**config.mk**
```make
export PLATFORM = sky130hd
export DESIGN_NAME = ghostbus_host_master
export DESIGN_NICKNAME = d
export VERILOG_FILES = /design/src/rtl/ghostbus_host_pkg.sv /design/src/rtl/gb_rd_lat_pipe.sv /design/src/rtl/ghostbus_host_master.sv
export SDC_FILE = /design/constraint.sdc
export NUM_CORES = 1
export LEC_CHECK = 0
export CORE_MARGIN = 5
export CORE_UTILIZATION = 35
export DETAILED_ROUTE_END_ITERATION = 10
export GPL_TIMING_DRIVEN = 1
export PLACE_DENSITY_LB_ADDON = 0.15
export SLEW_MARGIN = 5
export SYNTH_ARGS = -nofsm -noshare
export SYNTH_HDL_FRONTEND = slang
export SYNTH_SLANG_ARGS = --single-unit
```
**constraint.sdc**
```tcl
create_clock -name clk -period 6.9 [get_ports clk]
set_input_delay 1.035 -clock clk [delete_from_list [all_inputs] [get_ports clk]]
set_output_delay 1.035 -clock clk [all_outputs]
set_load 0.02 [all_outputs]
```
**src/rtl/ghostbus_host_pkg.sv**
```systemverilog
// Shared state encodings and constants for the ghostbus host master.
package ghostbus_host_pkg;

  typedef logic [1:0] gb_state_t;

  localparam gb_state_t ST_IDLE  = 2'd0;
  localparam gb_state_t ST_ISSUE = 2'd1;
  localparam gb_state_t ST_WAIT  = 2'd2;
  localparam gb_state_t ST_RESP  = 2'd3;

  localparam int unsigned RD_LAT_MIN = 1;
  localparam int unsigned RD_LAT_MAX = 8;

  // Data returned on write acknowledgements.
  localparam logic [63:0] RSP_ZERO = '0;

endpackage

```
**src/rtl/gb_rd_lat_pipe.sv**
```systemverilog
// Read-strobe delay line: sample_en_o pulses DEPTH cycles after strobe_i.
module gb_rd_lat_pipe #(
  parameter int unsigned DEPTH = 1
) (
  input  logic clk,
  input  logic rst_n,
  input  logic strobe_i,
  output logic sample_en_o
);

  logic [DEPTH-1:0] pipe_q;

  always_ff @(posedge clk) begin
    if (!rst_n) begin
      pipe_q <= '0;
    end else begin
      pipe_q <= DEPTH'({pipe_q, strobe_i});
    end
  end

  assign sample_en_o = pipe_q[DEPTH-1];

endmodule

```
**src/rtl/ghostbus_host_master.sv**
```systemverilog
// Ghostbus initiator: command stream in, single-cycle bus strobes out, one response per beat.
// Define GHOSTBUS_HOST_BURST_EN to honour cmd_len (multi-beat incrementing bursts).
module ghostbus_host_master
  import ghostbus_host_pkg::*;
#(
  parameter int unsigned AW     = 24,
  parameter int unsigned DW     = 32,
  parameter int unsigned RD_LAT = 1,
  parameter int unsigned LW     = 8
) (
  input  logic          clk,
  input  logic          rst_n,
  input  logic          cmd_valid,
  output logic          cmd_ready,
  input  logic          cmd_we,
  input  logic [AW-1:0] cmd_addr,
  input  logic [DW-1:0] cmd_wdata,
  input  logic [LW-1:0] cmd_len,
  output logic          rsp_valid,
  input  logic          rsp_ready,
  output logic [DW-1:0] rsp_data,
  output logic          rsp_last,
  output logic [AW-1:0] gb_addr,
  output logic [DW-1:0] gb_dout,
  output logic          gb_we,
  output logic          gb_re,
  input  logic [DW-1:0] gb_din,
  output logic          busy
);

  localparam int unsigned LAT = (RD_LAT < RD_LAT_MIN) ? RD_LAT_MIN :
                                (RD_LAT > RD_LAT_MAX) ? RD_LAT_MAX : RD_LAT;

  gb_state_t     state_q, state_d;
  logic          we_q, we_d;
  logic [AW-1:0] base_q, base_d;
  logic [DW-1:0] wdata_q, wdata_d;
  logic [LW-1:0] len_q, len_d;
  logic [LW-1:0] beat_q, beat_d;
  logic [AW-1:0] gb_addr_q, gb_addr_d;
  logic [DW-1:0] gb_dout_q, gb_dout_d;
  logic          gb_we_q, gb_we_d;
  logic          gb_re_q, gb_re_d;
  logic          rsp_valid_q, rsp_valid_d;
  logic [DW-1:0] rsp_data_q, rsp_data_d;
  logic          rsp_last_q, rsp_last_d;
  logic          cmd_ready_q, cmd_ready_d;
  logic          busy_q, busy_d;

  logic          rd_sample_en;
  logic          last_beat_c;
  logic [LW-1:0] next_beat_c;
  logic [LW-1:0] cmd_len_c;

  // Single-beat build captures a zero length, so every beat is the last one.
`ifdef GHOSTBUS_HOST_BURST_EN
  assign cmd_len_c = cmd_len;
`else
  logic cmd_len_unused;
  assign cmd_len_unused = ^cmd_len;
  assign cmd_len_c      = LW'(0);
`endif

  assign last_beat_c = (beat_q == len_q);
  assign next_beat_c = beat_q + LW'(1);

  gb_rd_lat_pipe #(.DEPTH(LAT)) u_rd_lat_pipe (
    .clk         (clk),
    .rst_n       (rst_n),
    .strobe_i    (gb_re_q),
    .sample_en_o (rd_sample_en)
  );

  always_ff @(posedge clk) begin
    if (!rst_n) begin
      state_q     <= ST_IDLE;
      we_q        <= 1'b0;
      base_q      <= '0;
      wdata_q     <= '0;
      len_q       <= '0;
      beat_q      <= '0;
      gb_addr_q   <= '0;
      gb_dout_q   <= '0;
      gb_we_q     <= 1'b0;
      gb_re_q     <= 1'b0;
      rsp_valid_q <= 1'b0;
      rsp_data_q  <= '0;
      rsp_last_q  <= 1'b0;
      cmd_ready_q <= 1'b0;
      busy_q      <= 1'b0;
    end else begin
      state_q     <= state_d;
      we_q        <= we_d;
      base_q      <= base_d;
      wdata_q     <= wdata_d;
      len_q       <= len_d;
      beat_q      <= beat_d;
      gb_addr_q   <= gb_addr_d;
      gb_dout_q   <= gb_dout_d;
      gb_we_q     <= gb_we_d;
      gb_re_q     <= gb_re_d;
      rsp_valid_q <= rsp_valid_d;
      rsp_data_q  <= rsp_data_d;
      rsp_last_q  <= rsp_last_d;
      cmd_ready_q <= cmd_ready_d;
      busy_q      <= busy_d;
    end
  end

  // Strobes are registered on entry to ISSUE, so they are visible for exactly that cycle.
  always_comb begin
    state_d     = state_q;
    we_d        = we_q;
    base_d      = base_q;
    wdata_d     = wdata_q;
    len_d       = len_q;
    beat_d      = beat_q;
    gb_addr_d   = gb_addr_q;
    gb_dout_d   = gb_dout_q;
    gb_we_d     = 1'b0;
    gb_re_d     = 1'b0;
    rsp_valid_d = rsp_valid_q;
    rsp_data_d  = rsp_data_q;
    rsp_last_d  = rsp_last_q;

    case (state_q)
      ST_IDLE: begin
        if (cmd_valid && cmd_ready_q) begin
          we_d      = cmd_we;
          base_d    = cmd_addr;
          wdata_d   = cmd_wdata;
          len_d     = cmd_len_c;
          beat_d    = '0;
          gb_addr_d = cmd_addr;
          gb_we_d   = cmd_we;
          gb_re_d   = !cmd_we;
          if (cmd_we) gb_dout_d = cmd_wdata;
          state_d   = ST_ISSUE;
        end
      end
      ST_ISSUE: begin
        if (we_q) begin
          rsp_valid_d = 1'b1;
          rsp_data_d  = DW'(RSP_ZERO);
          rsp_last_d  = last_beat_c;
          state_d     = ST_RESP;
        end else begin
          state_d = ST_WAIT;
        end
      end
      ST_WAIT: begin
        if (rd_sample_en) begin
          rsp_valid_d = 1'b1;
          rsp_data_d  = gb_din;
          rsp_last_d  = last_beat_c;
          state_d     = ST_RESP;
        end
      end
      ST_RESP: begin
        if (rsp_ready) begin
          rsp_valid_d = 1'b0;
          rsp_last_d  = 1'b0;
          if (last_beat_c) begin
            state_d = ST_IDLE;
          end else begin
            beat_d    = next_beat_c;
            gb_addr_d = base_q + AW'(next_beat_c);
            gb_we_d   = we_q;
            gb_re_d   = !we_q;
            if (we_q) gb_dout_d = wdata_q;
            state_d   = ST_ISSUE;
          end
        end
      end
      default: state_d = ST_IDLE;
    endcase

    cmd_ready_d = (state_d == ST_IDLE);
    busy_d      = (state_d != ST_IDLE);
  end

  assign cmd_ready = cmd_ready_q;
  assign rsp_valid = rsp_valid_q;
  assign rsp_data  = rsp_data_q;
  assign rsp_last  = rsp_last_q;
  assign gb_addr   = gb_addr_q;
  assign gb_dout   = gb_dout_q;
  assign gb_we     = gb_we_q;
  assign gb_re     = gb_re_q;
  assign busy      = busy_q;

endmodule

```
==> results.py <==
metrics = {
    "worst_setup_path": {
        "critical_path.startpoint_type": "flip-flop",
        "path_max_fanout": 64,
        "critPathKind": "reg2reg",
        "path_delay_family": "buffers and inverters",
        "end_kind": "flip-flop",
        "slowest_stage": "buf_4",
        "crit_chain": "ha_2 -> buf_4 -> nand2_1 -> a211o_1 -> a21oi_4 -> buf_4 -> nor2_1 -> a211oi_2",
        "max_stage_delay_ns": 0.66,
        "required_ns": 7.24,
        "cp.arrival_ns": 3.79,
        "crit_buf_inv": 2,
        "cpMostUsedCell": "buf_4",
    },
    "global_route": {
        "gr-total-overflow": 0,
        "track_usage_pct": 17.2,
        "antenna_found_initial": 1,
        "grt_pass1_wl_um": 33600,
        "grt_pass1_vias": 6397,
        "grt_max_degree": 101,
    },
    "floorplan": {
        "rows": 52,
        "die_y_um": 154,
        "ios": 195,
        "die_x_um": 154,
        "start_util_pct": 35.7,
        "placeableCoreArea_sq_mm": 0.0203,
        "dieArea_sq_mm": 0.0237,
    },
    "clock_tree": {
        "clk_latency_ns": 0.43,
        "htreeDepth": 4,
        "tritoncts": "done",
        "cts.clk_slew.worst_paths_ns": 0.07,
        "clk_root_buffer_cell": "clkbuf_16",
        "cts_buffers": 17,
        "post_cts.repair.setup_buffers": 0,
        "clock_path_buffers": 2,
        "ctsResizeCount": 0,
        "hold_buffers": 0,
        "cts_num_sinks": 162,
    },
    "timing": {
        "layout_min_cycle_time_ns": 3.45,
        "slew-limit-headroom_pct": 25.3,
        "fin_tns_setup_ns": 0,
        "fin_skew_ns": 0.0138,
        "hold_viol_final": 0,
        "setup_ws_ns": 3.45,
        "clock.fmax_mhz": 290,
        "finalSetupViolations": 0,
        "rsz0062_at_grt": "false",
        "finalCritPeriodShare_pct": 50.0,
        "worst_slew_pin_slew_ns": 1.12,
        "whs_ns": 0.453,
        "drv_slew": 0,
    },
    "yosys": {
        "synth-edff-count": 0,
        "ys.flop_type": "dfxtp_1",
        "synth_top_area_share_pct": 44.8,
        "synth_common_cells": "dfxtp_1, nand2_1, nor2_1",
        "synth.most_common_cell": "dfxtp_1",
        "synthArstFlopShare_pct": 0,
        "yosysWarnings": 0,
        "seq_area_frac_synth_pct": 44.8,
        "postSynthAreaPerCell_sq_um": 8.85,
        "yosys-top-cells-area": "dfxtp_1, nand2_1, a21oi_1",
        "synth_largest_area_cell": "dfxtp_1",
        "yosysUniqueCellTypes": 58,
        "ys_seq_elements": 162,
        "synth_area_sq_mm": 0.00724,
        "syn_nets": 936,
        "synthCells": 819,
    },
    "worst_hold_path": {
        "hp-class": "reg2reg",
    },
    "power_and_ir_drop": {
        "p_per_area_mw_per_mm2": 300,
        "p_leak_nw": 3.36,
        "irDropWorstVdd_v": 0.000179,
        "power_mw": 2.96,
    },
    "place": {
        "place_congestion": 0.819,
        "placed_area_sq_mm": 0.00927,
        "numPortBuffers": 186,
        "dp_hpwl_um": 13500,
        "post-place-ws_ns": 3.32,
        "dpl.cell_count": 1228,
    },
    "routing": {
        "drt_wl_total_um": 20800,
        "vias": 6428,
        "ant_nets": 0,
        "wl_per_cell_um": 16.5,
        "first_pass_iters": 4,
        "drt_first_iter_violations": 309,
        "avgViaCountPerCell": 5.10,
        "drcViolationCount": 0,
    },
    "final_layout": {
        "syn2layout_area_growth_pct": 36.1,
        "final_area_sq_mm": 0.00986,
        "fin_nets": 1094,
        "drive_above_1_share_pct": 8.38,
        "final_cell_count_no_fill": 1260,
        "antenna_cells": 0,
        "final_core_util_pct": 48.6,
    },
    "run_status": {
        "status": "complete, no violations",
    },
    "job": {
        "max_cap_violations": 0,
    },
}
-- cell usage in the layout (no fill, tap or decap), types with 3 or more instances in the layout --
master / instances
a211oi_1: 10
a211oi_2: 29
a21oi_1: 82
a221oi_1: 3
a22oi_1: 38
and2_1: 5
and3_1: 8
and4_1: 3
buf_4: 10
clkbuf_16: 17
clkdlybuf4s50_1: 186
clkinvlp_4: 4
dfxtp_1: 162
ha_1: 14
inv_1: 11
inv_6: 3
mux2i_1: 37
nand2_1: 129
nand3_1: 15
nand4_1: 10
nor2_1: 83
nor3_1: 8
o2111ai_1: 3
o211ai_1: 15
o21a_1: 3
o21ai_0: 20
o221ai_1: 5
or3_1: 7
xnor2_1: 5
xor2_1: 16
-- final timing paths --
check	from	end	slack (ns)	cells after the start
max	state_q[0]$_SDFF_PN0_	gb_dout[26]$_SDFFE_PN0P_	3.45	8
min reg2reg	wdata_q[24]$_SDFFE_PN0P_	wdata_q[24]$_SDFFE_PN0P_	0.45	2
min	wdata_q[24]$_SDFFE_PN0P_	wdata_q[24]$_SDFFE_PN0P_	0.45	2
max reg2reg	state_q[0]$_SDFF_PN0_	gb_dout[26]$_SDFFE_PN0P_	3.45	8
-- state kept, by name, indices dropped and copies added (netlist names), 2 cells and up --
name and cells:
base_q 24, beat_q 8, gb_addr 24, gb_dout 32, rsp_data 32, state_q 2, wdata_q 32
-- report_power, final --
| part | switching [mW] | internal (mW) |
|---|---|---|
| clock | 0.412 | 0.549 |
| sequential | 0.0823 | 1.06 |
| combinational | 0.499 | 0.349 |
| total | 0.993 | 1.96 |
-- kinds of logic after synthesis --
| family | count (synthesis) | synth area share, % |
|---|---|---|
| compound gates | 231 | 23.1 |
| xor+xnor | 21 | 2.54 |
| fa+ha+maj | 16 | 2.87 |
| buf+inv | 69 | 4.27 |
| flops | 162 | 44.8 |
| mux | 37 | 5.11 |
| simple gates | 283 | 17.3 |
-- layer usage --
metal / global-route usage (%) / share of wire (%) / vias to the layer above
li1: - / - / 3237
met2: 27.4 / 46 / 173
met4: 4.88 / 1.3 / 2
met1: 22.0 / 46 / 2993
met3: 6.18 / 7.4 / 23
met5: 0 / 0.062 / -
-- layout make-up --
class | instances | area (sq um)
timing repair buffer | 196 | 1940
inverter | 12 | 47.5
clock buffer | 19 | 443
sequential | 162 | 3240
clock inverter | 13 | 150
multi-input combinational | 588 | 3700
tap | 270 | 338
fill | 1984 | 10400
-- worst reg2reg max path: stages (launching register included) --
cell and delay, ns:
dfxtp_1 0.41, ha_2 0.38, buf_4 0.66, nand2_1 0.25, a211o_1 0.47, a21oi_4 0.18
buf_4 0.64, nor2_1 0.13, a211oi_2 0.24
No activity file was read; power rests on OpenSTA's default activity.
